<file path="src/rtl/pc_sequencer.sv">
// PC sequencer: holds the architectural PC, runs the fetch/execute handshake with
// instruction memory and selects the next PC. Optional retire counter: PC_SEQ_RETIRE_CNT_EN.
module pc_sequencer #(
    parameter logic [31:0] RESET_PC = 32'h0000_0000,
    parameter logic [31:0] TRAP_VEC = 32'h0000_0100
) (
    input  logic        clk,
    input  logic        rst,
    input  logic [31:0] PC4,
    input  logic [31:0] PC_offset,
    input  logic [31:0] PCC,
    input  logic [1:0]  PC_sel,
    input  logic        Br_taken,
    input  logic        Inst_done,
    input  logic        Halt,
    output logic        Imem_req,
    output logic [31:0] Imem_addr,
    input  logic        Imem_ack,
    input  logic [31:0] Imem_rdata,
    output logic [31:0] PC,
    output logic [31:0] Inst,
    output logic        Inst_valid,
    output logic        Trap,
`ifdef PC_SEQ_RETIRE_CNT_EN
    output logic [63:0] Retire_cnt,
`endif
    output logic        Halted
);

    typedef enum logic [1:0] {StIdle, StFetch, StExec, StHalted} state_e;

    state_e      state_q, state_d;
    logic [31:0] pc_q;
    logic [31:0] inst_q;
    logic        trap_q;
    logic [31:0] target;
    logic        misaligned;
    logic        fetch_ack;
    logic        done;

    assign fetch_ack  = (state_q == StFetch) && Imem_ack;
    assign done       = (state_q == StExec) && Inst_done;
    assign misaligned = (target[1:0] != 2'b00);

    always_comb begin
        target = PC4;
        unique case (PC_sel)
            2'b00: target = PC4;
            2'b01: target = Br_taken ? PC_offset : PC4;
            2'b10: target = PC_offset;
            2'b11: target = PCC;
            default: target = PC4;
        endcase
    end

    always_ff @(posedge clk or posedge rst) begin
        if (rst) begin
            state_q <= StIdle;
        end else begin
            state_q <= state_d;
        end
    end

    always_comb begin
        state_d = state_q;
        unique case (state_q)
            StIdle:   state_d = StFetch;
            StFetch:  if (Imem_ack) state_d = StExec;
            StExec:   if (Inst_done) state_d = Halt ? StHalted : StFetch;
            StHalted: state_d = StHalted;
            default:  state_d = StIdle;
        endcase
    end

    always_comb begin
        Imem_req   = (state_q == StFetch);
        Inst_valid = (state_q == StExec);
        Halted     = (state_q == StHalted);
    end

    // Trap overrides the target PC only; halting is still decided by the FSM.
    always_ff @(posedge clk or posedge rst) begin
        if (rst) begin
            pc_q   <= RESET_PC;
            inst_q <= 32'h0;
            trap_q <= 1'b0;
        end else begin
            trap_q <= done && misaligned;
            if (fetch_ack) begin
                inst_q <= Imem_rdata;
            end
            if (done) begin
                pc_q <= misaligned ? TRAP_VEC : target;
            end
        end
    end

    assign Imem_addr = pc_q;
    assign PC        = pc_q;
    assign Inst      = inst_q;
    assign Trap      = trap_q;

`ifdef PC_SEQ_RETIRE_CNT_EN
    logic [63:0] retire_q;

    always_ff @(posedge clk or posedge rst) begin
        if (rst) begin
            retire_q <= 64'h0;
        end else if (done) begin
            retire_q <= retire_q + 64'h1;
        end
    end

    assign Retire_cnt = retire_q;
`endif

endmodule

</file>
<file path="config.mk">
export PLATFORM = sky130hd
export DESIGN_NAME = pc_sequencer
export DESIGN_NICKNAME = d
export VERILOG_FILES = /design/src/rtl/pc_sequencer.sv
export SDC_FILE = /design/constraint.sdc
export NUM_CORES = 1
export LEC_CHECK = 0
export CORE_UTILIZATION = 37
export CTS_CLUSTER_DIAMETER = 30
export DETAILED_ROUTE_END_ITERATION = 8
export PLACE_DENSITY = 0.83
export SYNTH_ARGS = -nofsm -noshare
export SYNTH_HDL_FRONTEND = slang
export SYNTH_SLANG_ARGS = --single-unit
</file>
<file path="constraint.sdc">
create_clock -name clk -period 2.9 [get_ports clk]
set_input_delay 0.58 -clock clk [delete_from_list [all_inputs] [get_ports clk]]
set_output_delay 0.58 -clock clk [all_outputs]
set_load 0.02 [all_outputs]
</file>
== After elaboration in Yosys (flattened, before gate mapping) ==
Index checks and enable logic that the tools add are counted.
W data, S select, Z words.

* Equality and inequality tests: 8
* Mux-type cells: 7
* Reductions and logical operators: 7

{| class="wikitable"
|+ Operators by type and width
! kind !! count
|-
| $pmux W32 S4 || 1
|-
| $mux W32 || 2
|-
| $eq A2 B2 Y1 const B || 4
|-
| $pmux W2 S4 || 1
|-
| $mux W2 || 3
|-
| $eq A2 B1 Y1 const B || 2
|-
| $logic_not A2 Y1 || 2
|-
| $logic_and A1 B1 Y1 || 3
|-
| $ne A2 B1 Y1 const B || 1
|-
| $ne A2 B2 Y1 const B || 1
|-
| $reduce_and A2 Y1 || 1
|-
| $reduce_bool A2 Y1 || 1
|}

* Register bits after elaboration: 67
* Input port bits: 136
* Word-level logic and storage cells: 26

== Longest topological paths before layout ==
Gate-level depths: netlist of run 1.

* Word-level depth: 4
* Mapped depth: 6

== Worst setup path before layout of run 1 ==
No wires, ideal clock.

* Path type: input-to-reg
* Start: input port PC_sel[0]
* End: register pc_q[8], in the netlist Imem_addr[8]
* Setup time: 0.137 ns
* Arrival time: 1.518 ns
* Data required time: 2.763 ns
* Path slack: 1.245 ns
* Cell stages on the path: 6
* Path buffers: 2
* Cells stage by stage: buf_4 nand2_2 mux2i_1 o2111ai_2 buf_4 a2bb2oi_1

* Longest elaborated chain between the ends: 4

{| class="wikitable"
|+ Ends and longest elaborated chain
! what !! RTL line !! text
|-
| start: declaration || 12 || <nowiki>input logic [1:0] PC_sel,</nowiki>
|-
| $eq A2 B2 Y1, or another cell as far along || 47 || <nowiki>unique case (PC_sel)</nowiki>
|-
| $pmux W32 S4 (*) || 47 ||
|-
| $reduce_bool A2 Y1 || 43 || <nowiki>assign misaligned = (target[1:0] != 2'b00);</nowiki>
|-
| $mux W32 (*) || 93 || <nowiki>pc_q <= misaligned ? TRAP_VEC : target;</nowiki>
|-
| end signal: assignment || 93 ||
|-
| end: declaration || 33 || <nowiki>logic [31:0] pc_q;</nowiki>
|}

Mark *: on every way between the ends. The rest lies on a longest branch, timed or not.
A chain may end at the register's enable or synchronous reset.

== Worst setup path after layout of run 1 ==
* Start: register state_q[1]
* End: output port Imem_req

* Longest elaborated chain between the ends: 1

{| class="wikitable"
|+ Ends and longest elaborated chain
! what !! RTL line !! text
|-
| start: declaration || 32 || <nowiki>state_e state_q, state_d;</nowiki>
|-
| start signal: assignment || 58 || <nowiki>state_q <= StIdle;</nowiki>
|-
| start signal: assignment || 60 || <nowiki>state_q <= state_d;</nowiki>
|-
| $eq A2 B1 Y1 || 76 || <nowiki>Imem_req = (state_q == StFetch);</nowiki>
|-
| end: declaration || 16 || <nowiki>output logic Imem_req,</nowiki>
|}

No other way between the ends.

==> results of run 1 <==
worst register-to-register path, delay by kind of cell (launching register included):
kind            cells  cell delay, ps
compound gates      3             730
buf+inv             1             330
flops               1             410
simple gates        1             230
worst min-delay path by stage:
stage | start | to | slack [ps] | cells past startpoint
2_1_floorplan | state_q[0]$_DFFE_PP0P_ | state_q[1]$_DFFE_PP0P_ | 510 | 2
3_3_place_gp | Inst[11]$_DFFE_PP0P_ | Inst[11]$_DFFE_PP0P_ | 490 | 1
3_5_place_dp | Inst[4]$_DFFE_PP0P_ | Inst[4]$_DFFE_PP0P_ | 490 | 1
6_report | Inst[17]$_DFFE_PP0P_ | Inst[17]$_DFFE_PP0P_ | 500 | 1
4_1_cts | rst | Inst[21]$_DFFE_PP0P_ | 500 | 2
5_1_grt | rst | Inst[11]$_DFFE_PP0P_ | 520 | 2
cell usage in the layout, fill, tap and decap left out:
cell type | synthesis | layout
mux2i_1 | 60 | 60
a22oi_1 | 1 | 1
dfrtp_1 | 67 | 67
a31oi_1 | 3 | 3
o311ai_2 | 1 | 1
and2b_1 | 1 | 1
and2_1 | 4 | 4
clkbuf_8 | 0 | 10
nand3b_1 | 1 | 1
o21ai_0 | 3 | 3
nand2b_1 | 1 | 1
o21ai_1 | 29 | 29
mux2_2 | 62 | 62
bufinv_16 | 0 | 3
or2_2 | 1 | 1
inv_1 | 4 | 3
nand2_2 | 1 | 1
clkdlybuf4s50_1 | 0 | 234
clkinv_2 | 0 | 1
nand3_1 | 1 | 1
clkinv_4 | 0 | 2
a2bb2oi_1 | 1 | 1
buf_2 | 8 | 1
nor2b_1 | 1 | 1
inv_2 | 0 | 1
nand2_1 | 33 | 33
o2111ai_2 | 1 | 1
nand4b_1 | 1 | 1
buf_4 | 38 | 9
power by group through the flow:
stage,clock network (mW),logic (mW),registers [mW]
floorplan,0,0.387,1.33
global placement,0,1.09,1.17
detailed placement,0,1.10,1.18
CTS,0.988,1.11,1.16
global route,1.03,1.17,1.17
finish,0.965,1.10,1.16
final cells by class:
class	count	area (sq um)	area share [%]
flip-flops and latches	67	1680	26.8
clock inverters	6	113	1.80
well taps	133	166	2.66
repair buffers	244	2410	38.6
clock buffers	10	138	2.20
inverters	4	15.0	0.240
multi-input cells	206	1730	27.6
registers in the layout, indices dropped and copies added, names as in the netlist:
| register | flops |
|---|---|
| Trap | 1 |
| state_q | 2 |
| Inst | 32 |
| Imem_addr | 32 |
routing by layer:
layer	part of all wire, %	GRT usage, %	vias to the layer above	wire [um]
met5	0	0	-	0
met4	1.1	7.15	0	129
met3	9.7	6.85	9	1100
met2	52	40.0	147	5910
met1	37	22.0	1552	4200
li1	-	-	1525	-
through the flow:
stage / setup WS [ps] / total power, mW / hold slack, ps
after global routing: 609 / 3.37 / 519
after global placement: 574 / 2.25 / 487
after CTS: 669 / 3.26 / 503
after floorplan: 637 / 1.72 / 514
after detailed placement: 507 / 2.28 / 492
final: 695 / 3.22 / 504
kinds of logic after synthesis:
kind of cell / synth area share [%]
muxes: 34.5
DFF: 44.5
buffers and inverters: 9.63
and+or+nand+nor: 5.38
AOI/OAI and AO/OA: 6.01
==> run metrics, run 1 <==
status=finished clean; period utilisation layout=76.0%; Overflow after GRT=0; Post-synth top cells=67 x dfrtp_1, 62 x mux2_2, 60 x mux2i_1; # hold bufs at CTS=0; required time of the critical path=2320 ps; Top Family by Delay on Critical Path=buffers and inverters; post-detail-place hpwl=8.85 mm; CP startpoint kind=register; share of layout cells above drive strength 1=17.3%; Top Ports=236; crit path capture=Imem_req; RePlAce Congestion=0.721; RR Startpoint=state_q[0]$_DFFE_PP0P_; CP max stage cell=clkdlybuf4s50_1; TritonCTS clock tree=yes; share of total power in combinational logic=34.1%; LEAKAGE=2.76 nW; Clock transition at path regs=70 ps; RSZ-0062 raised after global routing=no; clock tree sinks=67; Tightest Pin Transition=461 ps; CP Launch Point=state_q[1]$_DFFE_PP0P_; P per Cell Area=515 nW/um^2; switching share of power=28.9%; CTS Buffer Depth=2; area leader, netlist=dfrtp_1; total of max-cap violations=0; worst r2r path cells=5; hold violation total from the final report=0; vias per cell=4.83; clk_lat worst skew=330 ps; H-tree depth=3; # resized after CTS=0; vias in the first global route=3,434; Placed Area=6000 sq um; synthesized instance count=329; area delta synth->final=65.9%; Main synth FF type=dfrtp_1; Tmin final=2200 ps; CP Capture Type=output pin; setup tns final=0 ps; Final Util=63.7%; Hold Crit Class=register to register; VDD IR max=301 uV; clock share of power=30.0%; kind of critical path=register to output pin; Final Skew=6.68 ps; top post-synthesis cells by area=dfrtp_1 45%, mux2_2 19%, mux2i_1 16%; mean post-synth cell area=11.5 sq um; Mapped Area=3770 sq um; CP Depth=2; fin. max-slew vios=0; CP max stage delay=630 ps; chip height=103 um; largest net degree at the start of global routing=35; count leader, synth=dfrtp_1; initial antenna violation count=0; total die area=10,600 sq um; P_sw=932 uW; total number of vias=3,233; CP Data Arrival Time=1620 ps; Post-synth ARST share=100%; Port-buffer cells=235; first-pass GRT wire length=16.9 mm; Post-CTS Setup Bufs=0; Crit Reg-Reg Endpoint=Imem_addr[25]$_DFFE_PP0P_; Synth Register Bits=67; Die W=103 um; Worst slew margin=69.2%; fin area=6250 sq um; Synth Warn #=0; post-synthesis sequential area ratio=44.5%; num rows=36; fill count=823; # DRC=0; initial core utilization=38.4%; CTS Buf Count=9; layout net count=668; Detailed Routing Iterations Pass 1=4; core area=9820 sq um; share of the synthesized area in the top cell type=44.5%; final std cells w/o fill=670; number of instances in the placed design=654; final setup fails=0; Fmax achieved=454 MHz; Post-Synthesis Net Count=465; CP max FO=6; DRT iter0 DRCs=33; register-to-register setup slack=1130 ps; Root Buffer=clkbuf_8; Final ANT Viol Nets=0; Post-Route WL=11.3 mm; EDFF count, synth=0; wire per inst=16.9 um; Distinct cells, synth=25; ANT cells=0; GRT Total Usage=21.2%; cells along the critical path=and2b_1, clkdlybuf4s50_1; Int Pwr=2.29 mW; worst path bufs/invs=1; register share of total power=35.9%
Note: power is estimated with default switching activity, not from simulation.
==> run 2, diff against run 1 <==
--- a/config.mk
+++ b/config.mk
@@ -5,10 +5,10 @@
 export SDC_FILE = /design/constraint.sdc
 export NUM_CORES = 1
 export LEC_CHECK = 0
-export CORE_UTILIZATION = 37
+export CORE_UTILIZATION = 34
 export CTS_CLUSTER_DIAMETER = 30
 export DETAILED_ROUTE_END_ITERATION = 8
-export PLACE_DENSITY = 0.83
+export PLACE_DENSITY = 0.8
 export SYNTH_ARGS = -nofsm -noshare
 export SYNTH_HDL_FRONTEND = slang
 export SYNTH_SLANG_ARGS = --single-unit
==> constraint.sdc (replaced) <==
create_clock -name clk -period 1.8 [get_ports clk]
set_input_delay 0.36 -clock clk [delete_from_list [all_inputs] [get_ports clk]]
set_output_delay 0.36 -clock clk [all_outputs]
set_load 0.02 [all_outputs]
==> run 2 against run 1 <==
  * Hold slack worse by 140 ps
  * First-iteration DRC count grew to 2.6 times the previous value
  * Highest routed layer unchanged
  * Sequential power grew 60%
  * Critical endpoint is now PC[7]
==> run metrics, run 2 (synthesis gave the netlist of run 1 again) <==
total die area=11,500 sq um (+8.7%); Post-CTS Setup Bufs=0 (unchanged); Top Family by Delay on Critical Path=buffers and inverters; fin. max-slew vios=0 (unchanged); commonest cells after routing, fill and taps aside=226 x clkdlybuf4s50_1, 67 x dfrtp_1, 62 x mux2_2; Root Buffer=clkbuf_8; Overflow after GRT=0 (unchanged); vias per cell=4.78 (-0.95%); period utilisation layout=96.4%; CP Data Arrival Time=1370 ps (-250 ps); share of layout cells above drive strength 1=18.1% (+0.80 points); DRT iter0 DRCs=87 (+160%); TritonCTS clock tree=yes; GRT Total Usage=19.3% (-1.9 points); leading cell type in the layout, fill and taps excluded=clkdlybuf4s50_1; Clock transition at path regs=80 ps (about the same); chip height=107 um (+4.2%); largest net degree at the start of global routing=36 (+2.9%); kind of critical path=register to output pin; post-detail-place hpwl=8.49 mm (-4.0%); CTS Buf Count=9 (unchanged); initial core utilization=34.8% (-3.6 points); area delta synth->final=68.4%; total of max-cap violations=0 (unchanged); Hold Crit Class=input port to register; Fmax achieved=576 MHz; Post-Route WL=11.0 mm (-3.2%); RSZ-0062 raised after global routing=no; CP max FO=3 (-3); clock tree sinks=67 (unchanged); Final Skew=8.04 ps (+1.36 ps); vias in the first global route=3,406 (-0.82%); total number of vias=3,255 (+0.68%); Final Util=58.5% (-5.1 points); Tmin final=1730 ps; VDD IR max=556 uV (+84%); H-tree depth=3 (unchanged); CP startpoint kind=register; wire per inst=16.1 um (-4.7%); layout net count=672 (+0.60%); hold violation total from the final report=0 (unchanged); clk_lat worst skew=340 ps (about the same); Tightest Pin Transition=469 ps (+7.14 ps); CTS Buffer Depth=2 (unchanged); RePlAce Congestion=0.774 (+7.4%); LEAKAGE=2.87 nW (+3.8%); required time of the critical path=1440 ps (-880 ps); CP max stage cell=clkdlybuf4s50_1; # hold bufs at CTS=0 (unchanged); ANT cells=0 (unchanged); final setup fails=0 (unchanged); Final ANT Viol Nets=0 (unchanged); worst path bufs/invs=1 (unchanged); # DRC=0 (unchanged); Worst slew margin=68.8% (-0.48 points); first-pass GRT wire length=17.0 mm (+0.70%); WHS=364 ps (-140 ps); initial antenna violation count=0 (unchanged); core area=10,800 sq um (+10%); Detailed Routing Iterations Pass 1=4 (unchanged); status=finished clean; Top Ports=236 (unchanged); CP Capture Type=output pin; P per Cell Area=842 nW/um^2 (+63%); cells along the critical path=clkdlybuf4s50_1; Port-buffer cells=235 (unchanged); num rows=38 (+5.6%); CP max stage delay=620 ps (about the same); setup tns final=0 ps (unchanged); Die W=107 um (+4.2%)
-- run 2: layer usage --
| layer | GRT usage, % | wire, um | vias to the layer above |
|---|---|---|---|
| met1 | 21.8 | 4270 | 1545 |
| met4 | 6.46 | 120 | 0 |
| met3 | 6.36 | 1170 | 10 |
| li1 | - | - | 1535 |
| met5 | 0 | 0 | - |
| met2 | 34.0 | 5420 | 165 |
-- run 2: worst paths after layout --
check,from,endpoint,slack (ps),cells past startpoint
hold / removal,PC_sel[1],Trap$_DFF_PP0_,360,3
max in group asynchronous,rst,Imem_addr[26]$_DFFE_PP0P_,950,3
min in group asynchronous,rst,Inst[12]$_DFFE_PP0P_,480,3
setup reg to reg,state_q[0]$_DFFE_PP0P_,Imem_addr[15]$_DFFE_PP0P_,290,5
hold reg to reg,Inst[16]$_DFFE_PP0P_,Inst[16]$_DFFE_PP0P_,510,1
setup / recovery,Imem_addr[7]$_DFFE_PP0P_,PC[7],70,1
-- run 2: area by class of cell --
cell class	count	area [sq um]
fillers	918	4500
repair buffers	248	2470
multi-input cells	206	1730
flip-flops and latches	67	1680
well taps	140	175
clock buffers	10	138
clock inverters	6	136
inverters	4	18.8
-- run 2: where the power goes --
| group | leakage [nW] | switching (mW) | internal (mW) |
|---|---|---|---|
| registers | 0.862 | 0.142 | 1.72 |
| clock network | 0.133 | 0.613 | 1.10 |
| logic | 1.88 | 0.757 | 1.01 |
| total | 2.87 | 1.51 | 3.83 |
-- run 2: through the flow --
step | instance area, sq um | total power, mW | std cells | setup slack [ps]
after global placement | 6060 | 3.64 | 665 | -55.7
after CTS | 6330 | 5.40 | 681 | 8.11
after global routing | 6340 | 5.60 | 681 | 13.3
after detailed placement | 6060 | 3.67 | 665 | -97.4
after floorplan | 3770 | 2.77 | 329 | 324
final | 6340 | 5.34 | 681 | 65.3
-- run 2: timing repair --
item | in CTS | in global routing
endpoints found under the setup margin | 3 | 5
pin swaps | 0 | 0
resized for setup | 3 | 5
